--- config.mk ---
export PLATFORM = sky130hd
export DESIGN_NAME = fl_ip_proto_decoder_flat
export DESIGN_NICKNAME = d
export VERILOG_FILES = /design/src/rtl/fl_ip_proto_decoder_if.sv /design/src/rtl/fl_ip_proto_decoder.sv /design/src/flat_wrapper.sv
export SDC_FILE = /design/constraint.sdc
export NUM_CORES = 1
export LEC_CHECK = 0
export BUFFER_PORTS_ARGS = -buffer_cell sky130_fd_sc_hd__buf_2
export CAP_MARGIN = 20
export CORE_MARGIN = 2
export CORE_UTILIZATION = 51
export CTS_BUF_LIST = sky130_fd_sc_hd__clkbuf_8
export DETAILED_ROUTE_END_ITERATION = 7
export PLACE_DENSITY = 0.92
export SETUP_SLACK_MARGIN = 0.3
export SYNTH_ARGS = -nofsm -noshare
export SYNTH_HDL_FRONTEND = slang
export SYNTH_SLANG_ARGS = --single-unit
export TNS_END_PERCENT = 1
--- constraint.sdc ---
create_clock -name CLK -period 5.1 [get_ports CLK]
set_clock_uncertainty 0.05 [all_clocks]
set_input_delay 0.765 -clock CLK [delete_from_list [all_inputs] [get_ports CLK]]
set_output_delay 0.765 -clock CLK [all_outputs]
set_load 0.02 [all_outputs]
--- src/rtl/fl_ip_proto_decoder_if.sv ---
// FrameLink 64-bit stream bundle: the source side uses master, the sink side uses slave.
interface fl_ip_proto_decoder_if #(
  parameter int DATA_WIDTH = 64
);
  logic [DATA_WIDTH-1:0] data;
  logic [2:0]            rem;
  logic                  sof_n;
  logic                  eof_n;
  logic                  sop_n;
  logic                  eop_n;
  logic                  src_rdy_n;
  logic                  dst_rdy_n;

  modport master (
    output data, rem, sof_n, eof_n, sop_n, eop_n, src_rdy_n,
    input  dst_rdy_n
  );

  modport slave (
    input  data, rem, sof_n, eof_n, sop_n, eop_n, src_rdy_n,
    output dst_rdy_n
  );
endinterface

--- src/rtl/fl_ip_proto_decoder.sv ---
// Passive FrameLink classifier: forwards the stream unchanged and emits one
// L3 / protocol / L4 classification per frame on a ready/valid result port.
module fl_ip_proto_decoder #(
  parameter int DATA_WIDTH = 64
) (
  input  logic                  CLK,
  input  logic                  RESET_N,
  fl_ip_proto_decoder_if.slave  rx,
  fl_ip_proto_decoder_if.master tx,
  output logic [1:0]            RES_L3,
  output logic [7:0]            RES_PROTO,
  output logic [3:0]            RES_L4,
  output logic                  RES_SRC_RDY_N,
  input  logic                  RES_DST_RDY_N
);
  generate
    if (DATA_WIDTH != 64) begin : g_bad_width
      $error("fl_ip_proto_decoder supports only DATA_WIDTH = 64");
    end
  endgenerate

  localparam logic [1:0]  L3_NONIP     = 2'd0;
  localparam logic [1:0]  L3_IPV4      = 2'd1;
  localparam logic [1:0]  L3_IPV6      = 2'd2;
  localparam logic [1:0]  L3_MALFORMED = 2'd3;
  localparam logic [15:0] ET_IPV4      = 16'h0800;
  localparam logic [15:0] ET_IPV6      = 16'h86DD;

  typedef enum logic [1:0] {IDLE, W1, W2, REST} state_t;

  state_t      state_reg, state_next;
  logic [15:0] ethertype_reg, ethertype_next;
  logic [3:0]  version_reg, version_next;
  logic [1:0]  l3_reg, l3_next;
  logic [7:0]  proto_reg, proto_next;
  logic        res_valid_reg, res_valid_next;
  logic [1:0]  res_l3_reg, res_l3_next;
  logic [7:0]  res_proto_reg, res_proto_next;
  logic [3:0]  res_l4_reg, res_l4_next;

  logic        sof, eof, stall, dst_rdy_n, xfer;
  logic [15:0] rx_ethertype;
  logic [3:0]  rx_version;
  logic [1:0]  w2_l3;
  logic [7:0]  w2_proto;
  logic        commit;
  logic [1:0]  commit_l3;
  logic [7:0]  commit_proto;

  function automatic logic [3:0] l4_map(input logic [7:0] p);
    case (p)
      8'd6:    l4_map = 4'd1;
      8'd17:   l4_map = 4'd2;
      8'd1:    l4_map = 4'd3;
      8'd58:   l4_map = 4'd4;
      8'd4:    l4_map = 4'd5;
      8'd41:   l4_map = 4'd6;
      8'd97:   l4_map = 4'd7;
      8'd255:  l4_map = 4'd8;
      default: l4_map = 4'd0;
    endcase
  endfunction

  assign sof = ~rx.sof_n;
  assign eof = ~rx.eof_n;
  // Hold the EOF beat while an unread result still occupies the result register.
  assign stall     = eof & res_valid_reg & RES_DST_RDY_N;
  assign dst_rdy_n = tx.dst_rdy_n | stall;
  assign xfer      = ~rx.src_rdy_n & ~dst_rdy_n;

  assign rx.dst_rdy_n = dst_rdy_n;
  assign tx.data      = rx.data;
  assign tx.rem       = rx.rem;
  assign tx.sof_n     = rx.sof_n;
  assign tx.eof_n     = rx.eof_n;
  assign tx.sop_n     = rx.sop_n;
  assign tx.eop_n     = rx.eop_n;
  assign tx.src_rdy_n = rx.src_rdy_n | stall;

  assign rx_ethertype = {rx.data[39:32], rx.data[47:40]};
  assign rx_version   = rx.data[55:52];

  always_comb begin
    w2_l3    = L3_NONIP;
    w2_proto = 8'h00;
    if (ethertype_reg == ET_IPV4) begin
      if (version_reg == 4'd4) begin
        w2_l3    = L3_IPV4;
        w2_proto = rx.data[63:56];
      end else begin
        w2_l3 = L3_MALFORMED;
      end
    end else if (ethertype_reg == ET_IPV6) begin
      if (version_reg == 4'd6) begin
        w2_l3    = L3_IPV6;
        w2_proto = rx.data[39:32];
      end else begin
        w2_l3 = L3_MALFORMED;
      end
    end
  end

  always_comb begin
    state_next     = state_reg;
    ethertype_next = ethertype_reg;
    version_next   = version_reg;
    l3_next        = l3_reg;
    proto_next     = proto_reg;
    commit         = 1'b0;
    commit_l3      = L3_NONIP;
    commit_proto   = 8'h00;
    if (xfer) begin
      // A SOF word always restarts parsing, even in the middle of a frame.
      if (sof) begin
        if (eof) begin
          commit     = 1'b1;
          state_next = IDLE;
        end else begin
          state_next = W1;
        end
      end else begin
        unique case (state_reg)
          IDLE: state_next = IDLE;
          W1: begin
            ethertype_next = rx_ethertype;
            version_next   = rx_version;
            if (eof) begin
              commit     = 1'b1;
              state_next = IDLE;
              if (rx.rem < 3'd5)
                commit_l3 = L3_NONIP;
              else if (rx.rem == 3'd5)
                commit_l3 = L3_MALFORMED;
              else if (rx_ethertype == ET_IPV4 || rx_ethertype == ET_IPV6)
                commit_l3 = L3_MALFORMED;
              else
                commit_l3 = L3_NONIP;
            end else begin
              state_next = W2;
            end
          end
          W2: begin
            if (eof) begin
              commit     = 1'b1;
              state_next = IDLE;
              if ((w2_l3 == L3_IPV4 && rx.rem != 3'd7) ||
                  (w2_l3 == L3_IPV6 && rx.rem < 3'd4)) begin
                commit_l3 = L3_MALFORMED;
              end else begin
                commit_l3    = w2_l3;
                commit_proto = w2_proto;
              end
            end else begin
              l3_next    = w2_l3;
              proto_next = w2_proto;
              state_next = REST;
            end
          end
          REST: begin
            if (eof) begin
              commit       = 1'b1;
              commit_l3    = l3_reg;
              commit_proto = proto_reg;
              state_next   = IDLE;
            end
          end
          default: state_next = IDLE;
        endcase
      end
    end
  end

  always_comb begin
    res_valid_next = res_valid_reg;
    res_l3_next    = res_l3_reg;
    res_proto_next = res_proto_reg;
    res_l4_next    = res_l4_reg;
    if (commit) begin
      res_valid_next = 1'b1;
      res_l3_next    = commit_l3;
      res_proto_next = commit_proto;
      res_l4_next    = (commit_l3 == L3_IPV4 || commit_l3 == L3_IPV6) ? l4_map(commit_proto) : 4'd0;
    end else if (res_valid_reg && !RES_DST_RDY_N) begin
      res_valid_next = 1'b0;
      res_l3_next    = L3_NONIP;
      res_proto_next = 8'h00;
      res_l4_next    = 4'd0;
    end
  end

  always_ff @(posedge CLK or negedge RESET_N) begin
    if (!RESET_N) begin
      state_reg     <= IDLE;
      ethertype_reg <= 16'h0000;
      version_reg   <= 4'd0;
      l3_reg        <= L3_NONIP;
      proto_reg     <= 8'h00;
      res_valid_reg <= 1'b0;
      res_l3_reg    <= L3_NONIP;
      res_proto_reg <= 8'h00;
      res_l4_reg    <= 4'd0;
    end else begin
      state_reg     <= state_next;
      ethertype_reg <= ethertype_next;
      version_reg   <= version_next;
      l3_reg        <= l3_next;
      proto_reg     <= proto_next;
      res_valid_reg <= res_valid_next;
      res_l3_reg    <= res_l3_next;
      res_proto_reg <= res_proto_next;
      res_l4_reg    <= res_l4_next;
    end
  end

  assign RES_L3        = res_l3_reg;
  assign RES_PROTO     = res_proto_reg;
  assign RES_L4        = res_l4_reg;
  assign RES_SRC_RDY_N = ~res_valid_reg;
endmodule
--- src/flat_wrapper.sv ---
// flat-port wrapper written by rule: the top's interface ports become plain ports
module fl_ip_proto_decoder_flat 
#(
  parameter int DATA_WIDTH = 64
)
  (CLK, RESET_N, RES_L3, RES_PROTO, RES_L4, RES_SRC_RDY_N, RES_DST_RDY_N, rx_data, rx_rem, rx_sof_n, rx_eof_n, rx_sop_n, rx_eop_n, rx_src_rdy_n, rx_dst_rdy_n, tx_data, tx_rem, tx_sof_n, tx_eof_n, tx_sop_n, tx_eop_n, tx_src_rdy_n, tx_dst_rdy_n);
  fl_ip_proto_decoder_if #(.DATA_WIDTH(DATA_WIDTH)) rx_i ();
  fl_ip_proto_decoder_if #(.DATA_WIDTH(DATA_WIDTH)) tx_i ();
  input  logic CLK;
  input  logic RESET_N;
  output logic [1:0] RES_L3;
  output logic [7:0] RES_PROTO;
  output logic [3:0] RES_L4;
  output logic RES_SRC_RDY_N;
  input  logic RES_DST_RDY_N;
  input wire logic [$bits(rx_i.data)-1:0] rx_data;
  input wire logic [$bits(rx_i.rem)-1:0] rx_rem;
  input wire logic [$bits(rx_i.sof_n)-1:0] rx_sof_n;
  input wire logic [$bits(rx_i.eof_n)-1:0] rx_eof_n;
  input wire logic [$bits(rx_i.sop_n)-1:0] rx_sop_n;
  input wire logic [$bits(rx_i.eop_n)-1:0] rx_eop_n;
  input wire logic [$bits(rx_i.src_rdy_n)-1:0] rx_src_rdy_n;
  output wire logic [$bits(rx_i.dst_rdy_n)-1:0] rx_dst_rdy_n;
  output wire logic [$bits(tx_i.data)-1:0] tx_data;
  output wire logic [$bits(tx_i.rem)-1:0] tx_rem;
  output wire logic [$bits(tx_i.sof_n)-1:0] tx_sof_n;
  output wire logic [$bits(tx_i.eof_n)-1:0] tx_eof_n;
  output wire logic [$bits(tx_i.sop_n)-1:0] tx_sop_n;
  output wire logic [$bits(tx_i.eop_n)-1:0] tx_eop_n;
  output wire logic [$bits(tx_i.src_rdy_n)-1:0] tx_src_rdy_n;
  input wire logic [$bits(tx_i.dst_rdy_n)-1:0] tx_dst_rdy_n;
  assign rx_i.data = rx_data;
  assign rx_i.rem = rx_rem;
  assign rx_i.sof_n = rx_sof_n;
  assign rx_i.eof_n = rx_eof_n;
  assign rx_i.sop_n = rx_sop_n;
  assign rx_i.eop_n = rx_eop_n;
  assign rx_i.src_rdy_n = rx_src_rdy_n;
  assign rx_dst_rdy_n = rx_i.dst_rdy_n;
  assign tx_data = tx_i.data;
  assign tx_rem = tx_i.rem;
  assign tx_sof_n = tx_i.sof_n;
  assign tx_eof_n = tx_i.eof_n;
  assign tx_sop_n = tx_i.sop_n;
  assign tx_eop_n = tx_i.eop_n;
  assign tx_src_rdy_n = tx_i.src_rdy_n;
  assign tx_i.dst_rdy_n = tx_dst_rdy_n;
  fl_ip_proto_decoder #(.DATA_WIDTH(DATA_WIDTH)) u_core (.CLK(CLK), .RESET_N(RESET_N), .rx(rx_i), .tx(tx_i), .RES_L3(RES_L3), .RES_PROTO(RES_PROTO), .RES_L4(RES_L4), .RES_SRC_RDY_N(RES_SRC_RDY_N), .RES_DST_RDY_N(RES_DST_RDY_N));
endmodule
---- Word-level counts from Yosys, hierarchy flattened ----
Cells that the tools add are included.
word-level totals
  register bits ........................... 47
  latch bits .............................. 0
  memory bits (writable) .................. 0
  memory bits (read-only) ................. 0
  bits of input ports ..................... 76
  word-level logic and storage cells ...... 101
  memories ................................ 0
operators by class
  $add $sub $neg .......................... 0
  multipliers ............................. 0
  div/mod/pow operators ................... 0
  magnitude comparators ................... 2
  eq/ne operators ......................... 24
  shifts and indexed selects .............. 0
  mux-type cells .......................... 44
  bitwise logic cells ..................... 9
  reductions and logical operators ........ 13
operator list
  cell                    number
  $mux W8                 11
  $mux W2                 18
  $eq A16 B12 Y1 const B  2
  $eq A16 B16 Y1 const B  2
  $pmux W4 S8             1
  $eq A8 B3 Y1 const B    2
  $eq A8 B6 Y1 const B    2
  $pmux W8 S2             1
  $mux W4                 3
  $eq A2 B2 Y1 const B    4
  $eq A4 B3 Y1 const B    2
  $eq A8 B1 Y1 const B    1
  $eq A8 B5 Y1 const B    1
  $eq A8 B7 Y1 const B    1
  $eq A8 B8 Y1 const B    1
  $mux W1                 8
  $pmux W2 S4             1
  $eq A2 B1 Y1 const B    3
  $lt A3 B3 Y1 const B    2
  $ne A3 B3 Y1 const B    2
  $pmux W2 S3             1
  $not A1 Y1              4
  $reduce_and A4 Y1       1
  $and A1 B1 Y1           3
  10 further kinds        15

---- Depth between registers and ports, before layout ----
Gate-level depths: netlist of run 1.
  depth in word-level cells ............... 16
  mapped depth ............................ 11

---- Least setup slack after synthesis of run 1 ----
Ideal clock, no wire load.
  path type ............................... flip-flop to flip-flop
  from .................................... register u_core.ethertype_reg[1]
  to ...................................... register u_core.res_l4_reg[2] (netlist: u_core.RES_L4[2])
  library setup time ...................... 0.071 ns
  arrival ................................. 2.774 ns
  data required time ...................... 4.979 ns
  setup slack ............................. 2.205 ns
  stages on the path, launching flop included .. 10
  buffers on the path ..................... 0
  clock period less this slack ............ 2.895 ns
  path through ............................ dfrtp_1 -> or4_4 -> or4_4 -> a211oi_2 -> nor4_1 -> or3_4 -> mux2i_4 -> nand2_2 -> or3_1 -> nand4_1
between the ends
  word-level cells in the longest chain between the ends .. 15
RTL lines
  what                                                      line                                                    RTL
  start, declared                                           fl_ip_proto_decoder.sv:32                               logic [15:0] ethertype_reg, ethertype_next;
  start signal, assigned                                    fl_ip_proto_decoder.sv:204                              ethertype_reg <= ethertype_next;
  $eq A16 B16 Y1                                            fl_ip_proto_decoder.sv:93                               end else if (ethertype_reg == ET_IPV6) begin
  $mux W2                                                   fl_ip_proto_decoder.sv:93
  $mux W2                                                   fl_ip_proto_decoder.sv:86                               if (ethertype_reg == ET_IPV4) begin
  $eq A2 B1 Y1 / $eq A2 B2 Y1 (equally long branches)       fl_ip_proto_decoder.sv:146, fl_ip_proto_decoder.sv:147
  $logic_and A1 B1 Y1, on equally long branches             fl_ip_proto_decoder.sv:146, fl_ip_proto_decoder.sv:147
  $logic_or A1 B1 Y1                                        fl_ip_proto_decoder.sv:146                              if ((w2_l3 == L3_IPV4 && rx.rem != 3'd7) ||
  $mux W8 / $mux W2 (equally long branches)                 fl_ip_proto_decoder.sv:146
  $mux W8 / $mux W2 (equally long branches)                 fl_ip_proto_decoder.sv:143                              if (eof) begin
  $pmux W8 S2 / $pmux W2 S3 (equally long branches)         fl_ip_proto_decoder.sv:122                              unique case (state_reg)
  $mux W8 / $mux W2 (equally long branches)                 fl_ip_proto_decoder.sv:114                              if (sof) begin
  $mux W8 / $mux W2 (equally long branches)                 fl_ip_proto_decoder.sv:112                              if (xfer) begin
  $eq A8 B8 Y1, or another cell as far along                fl_ip_proto_decoder.sv:51                               case (p)
  $pmux W4 S8 / $logic_or A1 B1 Y1 (equally long branches)  fl_ip_proto_decoder.sv:51, fl_ip_proto_decoder.sv:182
  $mux W4 (*)                                               fl_ip_proto_decoder.sv:182                              res_l4_next = (commit_l3 == L3_IPV4 || commit_l3 == L3_IPV6) ? l4_map(commit_proto) : 4'd0;
  $mux W4 (*)                                               fl_ip_proto_decoder.sv:178                              if (commit) begin
  end signal, assigned                                      fl_ip_proto_decoder.sv:211                              res_l4_reg <= res_l4_next;
  end, declared                                             fl_ip_proto_decoder.sv:39                               logic [3:0] res_l4_reg, res_l4_next;
Every way passes the cells marked *; elsewhere a longest branch is shown, timed or not.
A chain may end at the register's enable or synchronous reset.

---- Final worst setup path of run 1 ----
Same ends and word-level chain as after synthesis.

==> summary.txt, run 1 <==
Route
  – Met2 WL: 3400 µm
  – DRC viols: 0
  – Routed WL per cell: 16.6 µm
  – 1st-iter DRT viols: 192
  – Detailed Routing Iterations Pass 1: 4
  – Vias: 2495
  – DR vias/cell: 5.87
  – Top sig layer: met4
  – Routed wire length: 7080 µm
  – Post-route ant nets: 0
  – Wire length on met1: 3050 µm
  – Met3 WL post-DR: 494 µm

Global route
  – Largest net degree at the start of global routing: 48
  – Vias in the first global route: 2383
  – First-pass GRT wire length: 11700 µm
  – Initial antenna violation count: 0
  – GR Util All Layers: 0.206
  – GR Overflow Total: 0

Clock tree
  – Post-CTS setup repair buffer count: 0
  – CTS hold repair buffers: 0
  – Worst-path clk slew: 0.08 ns
  – CTS root buf: clkbuf_8
  – Clock latency on the worst-skew pair: 0.31 ns
  – H-tree depth: 2
  – CTS sink cnt: 47
  – Max clock buf depth: 2
  – Resized Gates After CTS: 0
  – CTS tree: yes
  – Clock buffer count from CTS: 5

Synthesis
  – Most used DFF post-synth: dfrtp_1
  – Sequential share of the synthesized area: 0.364
  – Synth Cell Area: 0.00323 mm²
  – Netlist cell types: 50
  – Syn nets: 414
  – Post-synth EDFFs: 0
  – Mean Syn Cell Area: 9.66 µm²
  – FFs w/ async S/R, synth: 1.00
  – Flops & latches, synth: 47
  – Ys Warns: 0
  – Synth Instances: 334

Final layout
  – Post-route cell area: 0.00332 mm²
  – Max reg flops: 16
  – Total Nets Final: 429
  – Filler Cell Count: 537
  – Antenna cells: 0
  – Commonest non-fill, non-tap cell in the layout: buf_2
  – Most frequent cells in the layout: 87 x buf_2, 47 x dfrtp_1, 29 x mux2_2
  – Area Growth Syn to Fin: 2.91%
  – Layout cell share with drive strength beyond 1: 0.383

Power and ir drop
  – Switching share of power: 0.309
  – NetSw: 0.302 mW
  – Worst VDD drop: 190 µV
  – Static leakage: 1.56 nW
  – Gate power share: 0.227
  – Power share of the sequential group: 0.520
  – PwrDens: 295 mW/mm²
  – Clock share of power: 0.253
  – Internal: 0.677 mW

Hold path
  – Hold Path Class: primary input to async pin

Place
  – Routability Congestion: 0.922
  – Hpwl dp: 5510 µm
  – Port buffer count: 87
  – Post-place setup slack: 1.77 ns
  – DP Area: 0.00319 mm²

STA
  – Slew margin rel.: 0.330
  – RSZ-0062 raised after global routing: false
  – Fin. max-slew vios: 0
  – Setup_tns: 0 ns
  – Worst-Margin Slew: 1.00 ns
  – Fin. Hold Viols: 0
  – Final min period: 3.23 ns
  – Final WS setup: 1.87 ns
  – Peak Freq: 310 MHz
  – Fin Hold WS: 0.392 ns
  – Setup violations, final: 0
  – Final Cycle Share: 0.633

Critical path
  – Worst EP required: 5.29 ns
  – Max FO, Critical Path: 14
  – CP startpoint kind: flip-flop
  – Slowest-stage cell, CP: or4_4
  – Worst Reg-to-Reg Cells: 9
  – Cell family with most CP delay: simple AND/OR/NAND/NOR gates
  – Setup CP Type: flip-flop to flip-flop
  – CP peak stage delay: 0.55 ns
  – Critical Path AT: 3.42 ns
  – CP Cell Sequence: or4_4, nor3_1, nand3_1, o21a_1, a22o_1, a211oi_1, a2bb2oi_1, or3_1, nand4_1
  – CP Capture Type: flip-flop
  – Critical Path Stages: 9
  – CP bufs+invs: 0

Floorplanning
  – Number of cell rows: 28
  – Die Wd: 83.6 µm
  – Die area: 0.00698 mm²
  – DIE HEIGHT: 83.6 µm
  – Initial Utilization: 0.536
  – Ports: 164
  – Area of the core: 0.00603 mm²

Run
  – Max-cap check violation count: 0

Outcome
  – Outcome: completed
-- power by group through the flow --
stage	sequential, mW	clock, mW	combinational [mW]
floorplan	0.496	0	0.214
global placement	0.508	0	0.214
detailed placement	0.517	0	0.221
CTS	0.509	0.250	0.222
global route	0.519	0.264	0.245
finish	0.509	0.248	0.222
-- routing by layer --
metal  global-route usage  vias to the layer above
met5                    0                        -
li1                     -                     1179
met4               0.0836                        0
met2                0.339                      117
met3               0.0465                       16
met1                0.261                     1183
-- cell usage after synthesis (all sizes together) (2+ instances only) --
library cell,count,share of area
buf,71,0.17
dfrtp,47,0.36
mux2,29,0.10
nand2,26,0.031
a22o,16,0.043
o21ai,15,0.023
a21oi,13,0.020
clkbuf,10,0.012
nand4,10,0.019
nor4,7,0.014
or3,7,0.015
inv,6,0.0070
nor2,6,0.0070
a22oi,5,0.012
and3,5,0.0097
ha,4,0.016
nand3,4,0.0062
nor3,4,0.0062
o31ai,4,0.0093
a211oi,3,0.0085
and2,3,0.0058
mux2i,3,0.013
nor2b,3,0.0058
nor3b,3,0.0070
a2bb2oi,2,0.0054
nand2b,2,0.0039
nand3b,2,0.0046
nand4b,2,0.0054
nor4b,2,0.0054
o2111ai,2,0.0054
o21a,2,0.0046
or2,2,0.0039
or4,2,0.0070
-- worst register-to-register path: cells and delay by family, from the launching register on --
kind	cells	cell delay (ns)
flip-flops	1	0.41
AND/OR/NAND/NOR	5	1.50
AO/OA/AOI/OAI	4	1.21
-- stage by stage --
stage | std cells | total power [mW] | util
after floorplan | 334 | 0.709 | -
after global placement | 416 | 0.722 | 0.530
after detailed placement | 416 | 0.738 | 0.530
after CTS | 424 | 0.981 | 0.547
after global routing | 425 | 1.03 | 0.551
final | 425 | 0.980 | 0.551
-- final timing paths --
| path | start | endpoint | slack (ns) |
|---|---|---|---|
| min in group CLK | u_core.RES_PROTO[3] | u_core.RES_PROTO[3] | 0.43 |
| worst max register to register | u_core.ethertype_reg[1] | u_core.RES_L4[2] | 1.87 |
| worst min-delay path | RESET_N | u_core.version_reg[0] | 0.39 |
| max in group asynchronous | RESET_N | u_core.ethertype_reg[2] | 4.10 |
| worst min register to register | u_core.RES_PROTO[3] | u_core.RES_PROTO[3] | 0.43 |
| worst max-delay path | u_core.ethertype_reg[1] | u_core.RES_L4[2] | 1.87 |
-- layout make-up --
| cell class | instances | area (µm²) | share of cell area |
|---|---|---|---|
| clock buffers | 7 | 96.3 | 0.0290 |
| clock inverters | 1 | 3.75 | 0.00113 |
| inverters | 6 | 22.5 | 0.00678 |
| multi-input cells | 200 | 1460 | 0.439 |
| flip-flops and latches | 47 | 1180 | 0.354 |
| well taps | 75 | 93.8 | 0.0282 |
| repair buffers | 89 | 470 | 0.142 |
-- cell families after synthesis --
family          count (synthesis)  share of synthesized area
simple gates                   94                      0.169
buf+inv                        87                      0.184
compound gates                 70                      0.153
flops                          47                      0.364
mux                            32                      0.114
fa+ha+maj                       4                     0.0155
(Power assumes the default switching activity.)
==> inputs of run 2 (changes only) <==
ABC_AREA = 1   (was default)
CORE_UTILIZATION = 44   (was 51)
PLACE_DENSITY = 0.83   (was 0.92)
clock period = 2.8 ns   (was 5.1 ns; I/O delays follow)
==> run 2 against run 1 <==
Die area up 23%; clock power grew 85%; synthesized cell count is 44% higher; via count is 22% higher; final area is 10% higher; hold slack got worse by 0.063 ns; sequential share of layout area is 3.3 points lower; combinational power grew 100%; core utilization fell by 7.2 points; routed wire length up 13%; largest power group unchanged; highest routed layer unchanged.
==> summary.txt, run 2 <==
Global route
  – Vias in the first global route: 2797
  – GR Overflow Total: 0
  – Largest net degree at the start of global routing: 48
  – Initial antenna violation count: 0
  – First-pass GRT wire length: 12700 µm
  – GR Util All Layers: 0.183

Final layout
  – Most frequent cells in the layout: 134 x nand2_1, 87 x buf_2, 47 x dfrtp_1
  – Layout cell share with drive strength beyond 1: 0.302
  – Antenna cells: 0
  – Total Nets Final: 583
  – Max reg flops: 16
  – Area Growth Syn to Fin: 6.01%
  – Commonest non-fill, non-tap cell in the layout: nand2_1

Critical path
  – Reg2Reg Setup Slack: 0.48 ns
  – CP Capture Type: flip-flop
  – CP peak stage delay: 0.41 ns
  – Worst Reg-to-Reg Cells: 16
  – CP Cell Sequence: nand4_1, clkinv_1, nand3_2, nor2_4, nor2_4, buf_6, nand3_1, a21oi_2, nand2_1, nor2_1, nand2_1, nand2_1, inv_1, nand2_1, nand2_1, nand2_1
  – Worst EP required: 3.00 ns
  – CP startpoint kind: flip-flop
  – Slowest-stage cell, CP: dfrtp_1
  – Critical Path Stages: 16
  – Max FO, Critical Path: 9
  – Setup CP Type: flip-flop to flip-flop
  – CP dominant cell by count: nand2_1
  – Critical Path AT: 2.51 ns
  – Cell family with most CP delay: simple AND/OR/NAND/NOR gates
  – CP bufs+invs: 3

Place
  – Port buffer count: 87
  – Hpwl dp: 6040 µm
  – Routability Congestion: 0.908

Clock tree
  – Max clock buf depth: 2
  – Clock latency on the worst-skew pair: 0.31 ns
  – CTS tree: yes
  – Clock buffer count from CTS: 5
  – CTS root buf: clkbuf_8
  – H-tree depth: 2
  – CTS sink cnt: 47
  – Worst-path clk slew: 0.09 ns

Hold path
  – Hold path cells: 2
  – Hold Path Class: primary input to flip-flop

Synthesis
  – Flops & latches, synth: 47
  – Most used DFF post-synth: dfrtp_1
  – Synth area leader: dfrtp_1
  – Post-synth EDFFs: 0
  – Synth top area share: 0.340
  – Netlist cell types: 32
  – Ys Warns: 0
  – Synth Cell Area: 0.00345 mm²
  – Top cells by area, synth: dfrtp_1 34%, buf_4 16%, nand2_1 15%, inv_1 5.0%, nor2_1 3.9%
  – Commonest cells post-synth: 136 x nand2_1, 72 x buf_4, 47 x dfrtp_1
  – Count leader, synth: nand2_1
  – Mean Syn Cell Area: 7.20 µm²
  – Synth Instances: 480
  – Sequential share of the synthesized area: 0.340
  – Syn nets: 560
  – FFs w/ async S/R, synth: 1.00

STA
  – Setup violations, final: 0
  – Peak Freq: 432 MHz
  – Setup_tns: 0 ns
  – RSZ-0062 raised after global routing: false
  – Fin. max-slew vios: 0
  – Slew margin rel.: 0.614
  – Final Cycle Share: 0.827
  – Worst-Margin Slew: 0.577 ns
  – Final min period: 2.32 ns
  – Fin. Hold Viols: 0

Run
  – Max-cap check violation count: 0

Route
  – Routed WL per cell: 13.2 µm
  – Post-route ant nets: 0
  – DRC viols: 0
  – Vias: 3034
  – Routed wire length: 7990 µm
  – Detailed Routing Iterations Pass 1: 5
  – 1st-iter DRT viols: 237
  – DR vias/cell: 5.01

Floorplanning
  – Initial Utilization: 0.452
  – DIE HEIGHT: 92.6 µm
  – Area of the core: 0.00765 mm²
  – Ports: 164
  – Number of cell rows: 32
  – Die Wd: 92.6 µm
  – Die area: 0.00858 mm²

Power and ir drop
  – PnR Total Power: 1.82 mW
  – Worst VDD drop: 188 µV
  – Static leakage: 1.97 nW
  – PwrDens: 498 mW/mm²

Outcome
  – Outcome: completed
## run 2: cells by family after synthesis
group / after synthesis / synth area share
AOI/OAI and AO/OA: 41 / 0.0666
adders and majority gates: 4 / 0.0145
muxes: 3 / 0.00978
buffers and inverters: 129 / 0.219
and+or+nand+nor: 256 / 0.350
DFF: 47 / 0.340
## run 2: final cells by class
class                           count  area, µm²
Fill cell                         719       3990
Tap cell                          102        128
Timing Repair Buffer               94        507
Clock buffer                        7       96.3
Clock inverter                      1       7.51
Multi-Input combinational cell    304       1560
Sequential cell                    47       1180
Inverter                           51        191
## run 2: path summary, 6_finish.rpt
path	startpoint	to
setup / recovery	u_core.version_reg[1]	u_core.RES_L4[2]
hold / removal	rx_data[54]	u_core.version_reg[2]
setup reg to reg	u_core.version_reg[1]	u_core.RES_L4[2]
hold reg to reg	u_core.proto_reg[1]	u_core.proto_reg[1]
max in group asynchronous	RESET_N	u_core.ethertype_reg[7]
min in group asynchronous	RESET_N	u_core.ethertype_reg[12]
## run 2: report_power, final
part	leakage (nW)	internal [mW]	switching, mW	total, mW
Combinational	1.30	0.171	0.282	0.453
Sequential	0.619	0.797	0.112	0.909
Clock	0.0505	0.225	0.235	0.460
## run 2: stage by stage
| step | hold WS, ns | cell area (µm²) | setup slack (ns) | std cells | utilization |
|---|---|---|---|---|---|
| floorplan | 0.0744 | 3450 | 0.848 | 480 | - |
| global placement | 0.406 | 3470 | 0.543 | 593 | 0.453 |
| detailed placement | 0.409 | 3470 | 0.461 | 593 | 0.453 |
| CTS | 0.281 | 3570 | 0.515 | 601 | 0.467 |
| global route | 0.333 | 3660 | 0.276 | 606 | 0.479 |
| finish | 0.328 | 3660 | 0.484 | 606 | 0.479 |
## run 2: repair_timing
| item | in CTS | in global routing |
|---|---|---|
| resized for setup | 0 | 10 |
| setup endpoints to repair | 0 | 1 |
| setup buffers | 0 | 3 |
| hold buffers | 0 | 1 |
| endpoints found under the hold margin | 0 | 12 |
## run 2: layer usage
| metal | routed length (µm) | global-route usage |
|---|---|---|
| met2 | 3860 | 0.296 |
| met5 | 0 | 0 |
| met1 | 3310 | 0.238 |
| met3 | 591 | 0.0317 |
| met4 | 228 | 0.0858 |
